File: src/rtl/instr_byte_sequencer.sv
// Byte-serial front end for the single-cycle RV32 datapath: assembles an instruction
// from pin bytes, issues a one-cycle step, then streams the ALU result back out.
module instr_byte_sequencer #(
    parameter int unsigned XLEN   = 32,
    parameter int unsigned BYTE_W = 8,
    parameter int unsigned CNT_W  = 16
) (
    input  logic              clk,
    input  logic              rst,
    input  logic [BYTE_W-1:0] byte_in,
    input  logic              byte_valid,
    output logic              byte_ready,
    output logic [XLEN-1:0]   instr,
    output logic              step,
    input  logic [XLEN-1:0]   alu_result,
    output logic [BYTE_W-1:0] byte_out,
    output logic              out_valid,
    input  logic              out_ready,
    output logic              busy,
    output logic [CNT_W-1:0]  instr_count
);

    localparam int unsigned NB    = XLEN / BYTE_W;
    localparam int unsigned IDX_W = (NB > 1) ? $clog2(NB) : 1;
    localparam logic [IDX_W-1:0] LAST = IDX_W'(NB - 1);

    typedef enum logic [1:0] {
        S_LOAD,
        S_EXEC,
        S_DRAIN
    } state_e;

    state_e            state_q;
    logic [IDX_W-1:0]  idx_q;
    logic [IDX_W-1:0]  oidx_q;
    logic [XLEN-1:0]   shift_q;
    logic [XLEN-1:0]   shift_d;
    logic [XLEN-1:0]   instr_q;
    logic [XLEN-1:0]   result_q;
    logic [CNT_W-1:0]  cnt_q;
    logic              accept;

    // Current byte merged into its slot so the final accept can load instr directly.
    always_comb begin
        shift_d = shift_q;
        shift_d[idx_q*BYTE_W +: BYTE_W] = byte_in;
    end

    assign byte_ready  = (state_q == S_LOAD);
    assign step        = (state_q == S_EXEC);
    assign out_valid   = (state_q == S_DRAIN);
    assign busy        = (state_q != S_LOAD);
    assign accept      = byte_valid & byte_ready;
    assign instr       = instr_q;
    assign instr_count = cnt_q;
    assign byte_out    = out_valid ? result_q[oidx_q*BYTE_W +: BYTE_W] : '0;

    always_ff @(posedge clk) begin
        if (rst) begin
            state_q  <= S_LOAD;
            idx_q    <= '0;
            oidx_q   <= '0;
            shift_q  <= '0;
            instr_q  <= '0;
            result_q <= '0;
            cnt_q    <= '0;
        end else begin
            case (state_q)
                S_LOAD: begin
                    if (accept) begin
                        shift_q <= shift_d;
                        if (idx_q == LAST) begin
                            instr_q <= shift_d;
                            idx_q   <= '0;
                            state_q <= S_EXEC;
                        end else begin
                            idx_q <= idx_q + 1'b1;
                        end
                    end
                end
                S_EXEC: begin
                    result_q <= alu_result;
                    cnt_q    <= cnt_q + 1'b1;
                    state_q  <= S_DRAIN;
                end
                S_DRAIN: begin
                    if (out_ready) begin
                        if (oidx_q == LAST) begin
                            oidx_q  <= '0;
                            state_q <= S_LOAD;
                        end else begin
                            oidx_q <= oidx_q + 1'b1;
                        end
                    end
                end
                default: state_q <= S_LOAD;
            endcase
        end
    end

endmodule

File: config.mk
export PLATFORM = sky130hd
export DESIGN_NAME = instr_byte_sequencer
export DESIGN_NICKNAME = d
export VERILOG_FILES = /design/src/rtl/instr_byte_sequencer.sv
export SDC_FILE = /design/constraint.sdc
export NUM_CORES = 1
export LEC_CHECK = 0
export ABC_AREA = 0
export BUFFER_PORTS_ARGS = -buffer_cell sky130_fd_sc_hd__buf_4
export CAP_MARGIN = 20
export CELL_PAD_IN_SITES_DETAIL_PLACEMENT = 1
export CELL_PAD_IN_SITES_GLOBAL_PLACEMENT = 2
export CORE_UTILIZATION = 34
export CTS_CLUSTER_DIAMETER = 80
export DETAILED_ROUTE_END_ITERATION = 7
export PLACE_DENSITY_LB_ADDON = 0.1
export RECOVER_POWER = 50
export SLEW_MARGIN = 0
export SYNTH_ARGS = -nofsm -noshare
export SYNTH_HDL_FRONTEND = slang
export SYNTH_SLANG_ARGS = --single-unit
File: constraint.sdc
create_clock -name clk -period 3.9 [get_ports clk]
set_clock_uncertainty 0.1 [all_clocks]
set_input_delay 1.17 -clock clk [delete_from_list [all_inputs] [get_ports clk]]
set_output_delay 1.17 -clock clk [all_outputs]
set_load 0.01 [all_outputs]
==> results of run 1 <==
## final cells by class
| class | instances | area [um^2] | share of cell area [%] |
|---|---|---|---|
| Tap cell | 180 | 225 | 3.64 |
| Multi-Input combinational cell | 387 | 2260 | 36.5 |
| Inverter | 22 | 82.6 | 1.33 |
| Clock inverter | 10 | 103 | 1.66 |
| Sequential cell | 118 | 2360 | 38.2 |
| Clock buffer | 22 | 474 | 7.66 |
| Timing Repair Buffer | 110 | 682 | 11.0 |
## per-layer routing
layer / track usage (%) / wire (um) / up-vias
met1: 23.3 / 6150 / 2183
met3: 5.20 / 691 / 18
li1: - / - / 2144
met5: 0 / 0 / -
met4: 7.85 / 203 / 0
met2: 33.8 / 7080 / 102
## worst min-delay path: stages, from the launching register on
cell     delay, ps
dfxtp_1        300
nand2_1         50
a21oi_1         50
## report_power, final
part           leakage (nW)  switching, mW  internal, mW
Clock                 0.289          0.547         0.981
Sequential            0.952         0.0104          1.22
Combinational          1.09         0.0973        0.0565
## kinds of logic after synthesis
group / Yosys count / synth area share [%]
AO/OA/AOI/OAI: 108 / 14.6
XOR/XNOR: 9 / 1.61
adder cells (fa/ha/maj): 8 / 2.04
buffers and inverters: 67 / 5.54
flip-flops: 118 / 48.2
multiplexers: 9 / 3.90
AND/OR/NAND/NOR: 253 / 24.2
## sequential cells by signal, indices dropped and copies added, names as in the netlist
register,flops
shift_q,32
oidx_q,2
idx_q,2
instr_count,16
result_q,32
instr,32
state_q,2
## cell usage in the layout (no fill, tap or decap), types with 2 or more instances in the layout
cell type / n
inv_1: 21
nor3b_1: 2
nor2b_1: 4
ha_1: 8
a21oi_1: 43
buf_4: 71
dfxtp_1: 118
mux4_2: 8
o22ai_1: 6
clkbuf_8: 3
nand2_1: 81
a32oi_1: 2
clkinv_2: 7
a221oi_1: 24
bufinv_16: 2
xnor2_1: 2
clkbuf_16: 17
or2_2: 2
xor2_1: 7
a22oi_1: 28
clkbuf_1: 39
nand4_1: 4
and2_1: 12
nor3_1: 39
or3_1: 7
o21ai_0: 5
nand3_1: 6
clkbuf_2: 2
nor2_1: 82
## worst max-delay path by stage
| stage | end | slack [ps] | cells past startpoint |
|---|---|---|---|
| final | byte_out[7] | 580 | 3 |
| after global routing | instr[23]$_SDFFE_PP0P_ | 410 | 3 |
| after CTS | byte_out[2] | 520 | 3 |
| after detailed placement | instr[21]$_SDFFE_PP0P_ | 850 | 6 |
| after global placement | instr[22]$_SDFFE_PP0P_ | 940 | 6 |
| after floorplan | byte_out[0] | 1360 | 3 |
## metrics by stage
| stage | std cells | area, um^2 |
|---|---|---|
| finish | 849 | 6190 |
| global placement | 817 | 5780 |
| global route | 849 | 6190 |
| detailed placement | 817 | 5780 |
| floorplan | 572 | 4900 |
| CTS | 849 | 6360 |
==> flow_metrics.py, run 1 <==
metrics = {
    "critical_path": {
        "crit_chain": "mux4_2 > and2_1 > buf_4",
        "worstSetupStartpoint": "oidx_q[0]$_SDFFE_PP0P_",
        "worstReg2RegStart": "state_q[0]$_SDFFE_PP0P_",
        "crit_path_max_fanout": 11,
        "slowest_delay_ps": 730,
        "end_kind": "primary output",
        "crit_family": "flip-flops",
        "crit_path_top_delay_cell": "dfxtp_1",
        "arrival_ps": 2050,
        "reg2reg_slack_ps": 1310,
        "path_buf_inv": 1,
        "critPathRequiredTime_ps": 2630,
        "cp-start-kind": "flop",
        "reg2regPathDepth": 6,
        "criticalPathCategory": "flop to primary output",
        "rr_endpoint": "instr_count[3]$_SDFFE_PP0P_",
    },
    "drt": {
        "first_pass_iters": 5,
        "vias": 4447,
        "detail_route.iter0.violations": 215,
        "wl_mm": 14.1,
        "drc": 0,
        "postRouteAntennaNets": 0,
        "via_per_inst": 5.24,
        "wire_per_inst_um": 16.6,
    },
    "synth": {
        "synth.avg_cell_area_um2": 8.57,
        "synthMostInstantiatedCell": "dfxtp_1",
        "synth.top_cell.area_share_pct": 48.2,
        "ys_top_cells_by_area": "dfxtp_1 (48%), nor2_1 (6.3%), nand2_1 (6.2%)",
        "ys_top_cells_by_count": "dfxtp_1 (118), nor2_1 (82), nand2_1 (81), a21oi_1 (43), nor3_1 (39)",
        "synth.distinct_cells": 44,
        "synth-seq-cells": 118,
        "async_flop_share_pct": 0,
        "syn_inst": 572,
        "synth-main-ff-cell": "dfxtp_1",
        "synth_top_area_cell": "dfxtp_1",
        "synth_edf_count": 0,
        "ys_seq_area_share_pct": 48.2,
        "synth_area_mm2": 0.00490,
        "syn_nets": 624,
        "yosysWarnings": 0,
    },
    "min_path": {
        "whs_endpoint": "result_q[16]$_SDFFE_PP0P_",
        "min_path_type": "flop to flop",
        "min_from": "result_q[16]$_SDFFE_PP0P_",
        "hold_path_depth": 2,
    },
    "grt": {
        "antenna_found_initial": 0,
        "grt_pass1_wl_mm": 22.3,
        "gr-total-overflow": 0,
        "grt_max_degree": 83,
        "grt_usage_pct": 19.7,
        "grt_pass1_vias": 4397,
    },
    "timing": {
        "hold_violations": 0,
        "min_period_ps": 3320,
        "whs_ps": 351,
        "max_freq_ghz": 0.301,
        "slew_headroom_pct": -11.8,
        "finalWorstSetupSlack_ps": 582,
        "finalMaxSlewViolations": 121,
        "fin_crit_sh_pct": 85.1,
        "setup_viol": 0,
        "tightest_slew_ps": 1680,
        "rsz0062_at_grt": "false",
        "fin_tns_setup_ps": 0,
    },
    "die": {
        "dieArea_mm2": 0.0149,
        "core.rowCount": 43,
        "pin_count": 104,
        "initial_core_util_pct": 35.1,
        "dieHeight_um": 122,
        "die_w_um": 122,
        "core-area_mm2": 0.0140,
    },
    "pwr": {
        "ir_drop_mv": 0.283,
        "finalPower_mw": 2.91,
        "p_leak_nw": 2.34,
        "powerDensity_mw_per_mm2": 471,
    },
    "flow_run": {
        "cap_violations": 2,
    },
    "clocking": {
        "numCtsBuffers": 17,
        "cts_buffer_depth": 2,
        "cts_resized": 0,
        "numClockSinks": 118,
        "clkLatencyLatePin_ps": 420,
        "postCtsHoldBufs": 0,
        "cts_setup_buffers": 0,
        "cts_tree": "yes",
        "cts-root-buf": "clkbuf_16",
        "clk_pin_slew_worst_paths_ps": 50,
        "htreeDepth": 4,
    },
    "layout": {
        "area_delta_synth_final_pct": 26.1,
        "nFillCells": 1670,
        "antenna_cells": 0,
        "fin_nets": 708,
        "final_core_util_pct": 44.2,
        "drive_above_1_share_pct": 17.6,
    },
    "placement": {
        "dp_slack_ps": 852,
        "io_buffer_count": 103,
        "hpwlAfterDp_mm": 9.36,
        "gp_congestion": 0.747,
    },
    "status": {
        "violations": "capacitance limit, slew limit",
        "status": "finished, violations left",
    },
}
(Power assumes the default switching activity.)
==> run 2: changes to the inputs <==
--- a/config.mk
+++ b/config.mk
@@ -10,7 +10,8 @@
 export CAP_MARGIN = 20
 export CELL_PAD_IN_SITES_DETAIL_PLACEMENT = 1
 export CELL_PAD_IN_SITES_GLOBAL_PLACEMENT = 2
-export CORE_UTILIZATION = 34
+export CORE_UTILIZATION = 36
+export CTS_BUF_LIST = sky130_fd_sc_hd__clkbuf_8
 export CTS_CLUSTER_DIAMETER = 80
 export DETAILED_ROUTE_END_ITERATION = 7
 export PLACE_DENSITY_LB_ADDON = 0.1
==> run 2 against run 1 <==
  * The run still ends with capacitance limit, slew limit left
  * Combinational power barely moved
  * Non-clock buffer count is the same
  * Flip-flop and latch count unchanged
  * Cell area is 2.7% lower
  * Count of clock-buffer cells in the layout shrank 1
  * Global-route usage grew 0.78 points
  * Critical path depth stayed put
  * Critical endpoint unchanged
==> flow_metrics.py, run 2 (synthesized netlist as in run 1, its figures left out) <==
metrics = {
    "status": {
        "status": "finished, violations left",
        "violations": "capacitance limit, slew limit",
    },
    "drt": {
        "drc": 0,
        "wl_met3_um": 565,
        "wl_mm": 13.7,
        "vias": 4379,
        "highest_layer": "met4",
        "wire_per_inst_um": 16.2,
        "via_per_inst": 5.19,
        "first_pass_iters": 4,
        "detail_route.iter0.violations": 258,
        "wl_met1_mm": 5.86,
        "wl_met2_mm": 6.98,
        "postRouteAntennaNets": 0,
    },
    "min_path": {
        "min_path_type": "flop to flop",
    },
    "placement": {
        "placed_cell_area_mm2": 0.00577,
        "dp.cells": 813,
        "hpwlAfterDp_mm": 9.29,
        "dp_slack_ps": 954,
        "io_buffer_count": 103,
        "gp_congestion": 0.733,
    },
    "clocking": {
        "cts_setup_buffers": 0,
        "numClockSinks": 118,
        "cts_resized": 0,
        "cts_buffer_depth": 2,
        "htreeDepth": 4,
        "postCtsHoldBufs": 0,
        "numCtsBuffers": 17,
        "cts_tree": "yes",
        "clkLatencyLatePin_ps": 440,
        "cts-root-buf": "clkbuf_8",
        "clk_pin_slew_worst_paths_ps": 70,
    },
    "critical_path": {
        "cp-start-kind": "flop",
        "path_buf_inv": 1,
        "crit_path_top_delay_cell": "dfxtp_1",
        "arrival_ps": 2090,
        "critPathRequiredTime_ps": 2630,
        "crit_chain": "mux4_2 > and2_1 > buf_4",
        "crit_family": "flip-flops",
        "criticalPathCategory": "flop to primary output",
        "reg2reg_slack_ps": 1600,
        "slowest_delay_ps": 740,
        "crit_path_max_fanout": 11,
        "end_kind": "primary output",
    },
    "layout": {
        "area_delta_synth_final_pct": 22.7,
        "fin_cells": 844,
        "layout_common_cells": "dfxtp_1 (118), nor2_1 (82), nand2_1 (81)",
        "final_common_cell": "dfxtp_1",
        "antenna_cells": 0,
        "fin_nets": 708,
        "drive_above_1_share_pct": 17.4,
        "final_area_mm2": 0.00602,
    },
    "pwr": {
        "seq_power_share_pct": 50.0,
        "p_sw_share_pct": 23.0,
        "power_frac_clock_pct": 43.7,
        "p_leak_nw": 2.30,
        "combPwrFrac_pct": 6.3,
        "p_switching_uw": 566,
        "finalPower_mw": 2.46,
        "powerDensity_mw_per_mm2": 408,
        "p_int_mw": 1.89,
        "ir_drop_mv": 0.175,
    },
    "die": {
        "core.rowCount": 42,
        "initial_core_util_pct": 37.0,
        "dieHeight_um": 119,
        "core-area_mm2": 0.0132,
        "pin_count": 104,
        "die_w_um": 119,
        "dieArea_mm2": 0.0141,
    },
    "grt": {
        "grt_usage_pct": 20.5,
        "antenna_found_initial": 0,
        "gr-total-overflow": 0,
        "grt_pass1_vias": 4588,
        "grt_pass1_wl_mm": 22.7,
        "grt_max_degree": 70,
    },
    "timing": {
        "rsz0062_at_grt": "false",
        "tightest_slew_ps": 2410,
        "setup_viol": 0,
        "finalWorstSetupSlack_ps": 537,
        "min_period_ps": 3360,
        "finalMaxSlewViolations": 51,
        "max_freq_ghz": 0.297,
        "fin_crit_sh_pct": 86.2,
        "hold_violations": 0,
        "slew_headroom_pct": -60.5,
        "fin_tns_setup_ps": 0,
    },
    "flow_run": {
        "cap_violations": 1,
    },
}
-- run 2: cell types whose count changed in the layout (fill, tap and decap cells not counted), moves of 3 or more --
cell,delta
clkbuf_8,+18
clkinv_2,-6
clkbuf_16,-17
clkbuf_1,-3
inv_1,+6
-- run 2: worst paths after layout --
path / startpoint / to / cells past startpoint
min reg2reg: result_q[25]$_SDFFE_PP0P_ / result_q[25]$_SDFFE_PP0P_ / 2
min: result_q[25]$_SDFFE_PP0P_ / result_q[25]$_SDFFE_PP0P_ / 2
max reg2reg: idx_q[0]$_SDFFE_PP0P_ / shift_q[12]$_SDFFE_PP0P_ / 6
max: oidx_q[0]$_SDFFE_PP0P_ / byte_out[7] / 3
-- run 2: routing by layer --
layer / GRT usage (%) / vias to the layer above
met2: 36.0 / 88
met4: 8.31 / 0
li1: - / 2143
met1: 23.2 / 2123
met3: 5.74 / 25
met5: 0 / -
-- run 2: worst reg2reg max path, delay by kind of cell, from the launching register on --
family | cells | cell delay, ps
buf+inv | 1 | 140
fa+ha+maj | 1 | 380
flops | 1 | 490
simple gates | 4 | 1120
-- run 2: power groups by stage --
stage / clock network (mW) / registers, mW / logic [mW]
after floorplan: 0 / 1.26 / 0.0857
after global placement: 0 / 1.26 / 0.156
after detailed placement: 0 / 1.26 / 0.160
after CTS: 1.10 / 1.23 / 0.160
after global routing: 1.17 / 1.23 / 0.170
final: 1.07 / 1.23 / 0.155
-- run 2: metrics by stage --
step,utilization (%),hold slack [ps]
floorplan,-,333
global placement,43.6,339
detailed placement,43.6,348
CTS,46.5,358
global route,45.5,375
finish,45.5,357
-- run 2: final cells by class --
cell class | count | area, um^2
repair buffers | 110 | 703
clock buffers | 21 | 289
inverters | 22 | 82.6
fillers | 1610 | 7220
clock inverters | 10 | 91.3
flip-flops and latches | 118 | 2360
well taps | 176 | 220
multi-input cells | 387 | 2270
==> run 3: changes to the inputs <==
--- a/config.mk
+++ b/config.mk
@@ -8,14 +8,14 @@
 export ABC_AREA = 0
 export BUFFER_PORTS_ARGS = -buffer_cell sky130_fd_sc_hd__buf_4
 export CAP_MARGIN = 20
-export CELL_PAD_IN_SITES_DETAIL_PLACEMENT = 1
-export CELL_PAD_IN_SITES_GLOBAL_PLACEMENT = 2
-export CORE_UTILIZATION = 36
+export CORE_UTILIZATION = 60
 export CTS_BUF_LIST = sky130_fd_sc_hd__clkbuf_8
 export CTS_CLUSTER_DIAMETER = 80
 export DETAILED_ROUTE_END_ITERATION = 7
-export PLACE_DENSITY_LB_ADDON = 0.1
+export GPL_ROUTABILITY_DRIVEN = 0
+export PLACE_DENSITY = 0.87
 export RECOVER_POWER = 50
+export REMOVE_ABC_BUFFERS = 1
 export SLEW_MARGIN = 0
 export SYNTH_ARGS = -nofsm -noshare
 export SYNTH_HDL_FRONTEND = slang
==> run 3 against run 2 <==
  * The flow now finishes without violations
  * Cell area fell by 0.89%
  * Hold slack got worse by 2.0 ps
  * Utilization rose by 31 points
  * First-iteration DRC count fell by 11%
  * Critical path depth did not move
  * Clock power rose by 13%
  * Combinational power fell by 4%
  * Fmax rose by 1.5%
  * Worst setup slack improved by 51 ps
  * Sequential share of layout area rose by 0.35 points
  * Via count rose by 3.6%
  * Critical path type unchanged
  * Largest power group unchanged
  * Highest routed layer unchanged
==> flow_metrics.py, run 3 (synthesized netlist as in run 1, its figures left out) <==
metrics = {
    "grt": {
        "grt_pass1_wl_mm": 19.5,
        "gr-total-overflow": 0,
        "grt_max_degree": 67,
        "grt_pass1_vias": 4182,
        "antenna_found_initial": 0,
        "grt_usage_pct": 29.1,
    },
    "timing": {
        "min_period_ps": 3310,
        "tightest_slew_ps": 1310,
        "max_freq_ghz": 0.302,
        "setup_viol": 0,
        "rsz0062_at_grt": "false",
        "slew_headroom_pct": 13.0,
        "fin_tns_setup_ps": 0,
        "hold_violations": 0,
        "finalMaxSlewViolations": 0,
        "fin_crit_sh_pct": 84.9,
    },
    "layout": {
        "area_delta_synth_final_pct": 21.6,
        "layout_common_cells": "dfxtp_1 (118), nor2_1 (82), nand2_1 (81)",
        "antenna_cells": 0,
        "final_core_util_pct": 76.4,
        "drive_above_1_share_pct": 18.0,
        "nFillCells": 547,
        "final_common_cell": "dfxtp_1",
        "fin_nets": 707,
    },
    "pwr": {
        "p_sw_share_pct": 21.6,
        "p_int_mw": 2.03,
        "ir_drop_mv": 0.298,
        "p_leak_nw": 2.30,
        "powerDensity_mw_per_mm2": 435,
        "combPwrFrac_pct": 5.8,
        "finalPower_mw": 2.59,
        "seq_power_share_pct": 47.4,
        "power_frac_clock_pct": 46.8,
        "p_switching_uw": 561,
    },
    "placement": {
        "hpwlAfterDp_mm": 7.83,
        "io_buffer_count": 103,
    },
    "clocking": {
        "cts_resized": 0,
        "cts_setup_buffers": 0,
        "numClockSinks": 118,
        "numCtsBuffers": 17,
        "cts_tree": "yes",
        "postCtsHoldBufs": 0,
        "htreeDepth": 4,
        "cts_buffer_depth": 2,
        "cts-root-buf": "clkbuf_8",
        "clk_pin_slew_worst_paths_ps": 60,
        "clkLatencyLatePin_ps": 420,
    },
    "drt": {
        "first_pass_iters": 5,
        "drc": 0,
        "wl_mm": 12.1,
        "postRouteAntennaNets": 0,
        "wl_met1_mm": 4.96,
        "detail_route.iter0.violations": 230,
        "vias": 4538,
        "via_per_inst": 5.89,
        "wl_met2_mm": 6.05,
        "wire_per_inst_um": 15.8,
        "wl_met3_um": 855,
        "highest_layer": "met4",
    },
    "critical_path": {
        "criticalPathCategory": "flop to primary output",
        "worstReg2RegStart": "idx_q[0]$_SDFFE_PP0P_",
        "arrival_ps": 2040,
        "reg2regPathDepth": 5,
        "rr_endpoint": "instr[12]$_SDFFE_PP0P_",
        "critPathRequiredTime_ps": 2630,
        "crit_path_max_fanout": 11,
        "cp-start-kind": "flop",
        "end_kind": "primary output",
        "reg2reg_slack_ps": 1560,
    },
    "min_path": {
        "min_path_type": "flop to flop",
        "hold_path_depth": 2,
        "min_from": "result_q[17]$_SDFFE_PP0P_",
        "whs_endpoint": "result_q[17]$_SDFFE_PP0P_",
    },
    "flow_run": {
        "cap_violations": 0,
    },
    "die": {
        "core.rowCount": 32,
        "initial_core_util_pct": 62.8,
        "pin_count": 104,
        "dieArea_mm2": 0.00854,
        "die_w_um": 92.4,
        "core-area_mm2": 0.00781,
        "dieHeight_um": 92.4,
    },
    "status": {
        "status": "finished, final reports clean",
    },
}
[run 3: metrics by stage]
step           setup slack, ps  area [um^2]  cells  hold slack, ps
6_report                   588         5970    770             355
5_1_grt                    451         5970    770             369
4_1_cts                    549         6120    770             358
3_5_place_dp               999         5670    738             349
3_3_place_gp              1040         5670    738             339
2_1_floorplan             1100         4720    527             327
[run 3: routing by layer]
layer,up-vias,track usage [%]
met2,210,49.0
met3,30,7.14
met5,-,0
li1,2145,-
met1,2153,35.1
met4,0,13.0
[run 3: worst max-delay path by stage]
| stage | startpoint | to | slack (ps) | cells after the start |
|---|---|---|---|---|
| 5_1_grt | oidx_q[0]$_SDFFE_PP0P_ | byte_out[2] | 450 | 3 |
| 2_1_floorplan | byte_valid | instr[16]$_SDFFE_PP0P_ | 1100 | 4 |
| 3_3_place_gp | oidx_q[0]$_SDFFE_PP0P_ | byte_out[2] | 1040 | 3 |
| 6_report | oidx_q[0]$_SDFFE_PP0P_ | byte_out[2] | 590 | 3 |
| 4_1_cts | oidx_q[0]$_SDFFE_PP0P_ | byte_out[2] | 550 | 3 |
| 3_5_place_dp | byte_valid | instr[18]$_SDFFE_PP0P_ | 1000 | 7 |
[run 3: area by class of cell]
cell class              instances  area [um^2]  share of cell area (%)
clock buffers                  21          289                    4.84
repair buffers                109          678                    11.4
multi-input cells             387         2270                    38.1
clock inverters                11          155                    2.60
well taps                     102          128                    2.14
inverters                      22         82.6                    1.38
flip-flops and latches        118         2360                    39.6
[run 3: worst max-delay path, stage by stage, from the launching register on]
cell     delay [ps]
dfxtp_1         710
mux4_2          610
and2_1          170
buf_4           130
[run 3: power by group through the flow]
stage / registers (mW) / logic [mW] / clock network (mW)
after detailed placement: 1.26 / 0.152 / 0
after global placement: 1.25 / 0.147 / 0
after global routing: 1.23 / 0.161 / 1.28
final: 1.23 / 0.149 / 1.21
after floorplan: 1.26 / 0.0594 / 0
after CTS: 1.23 / 0.153 / 1.23
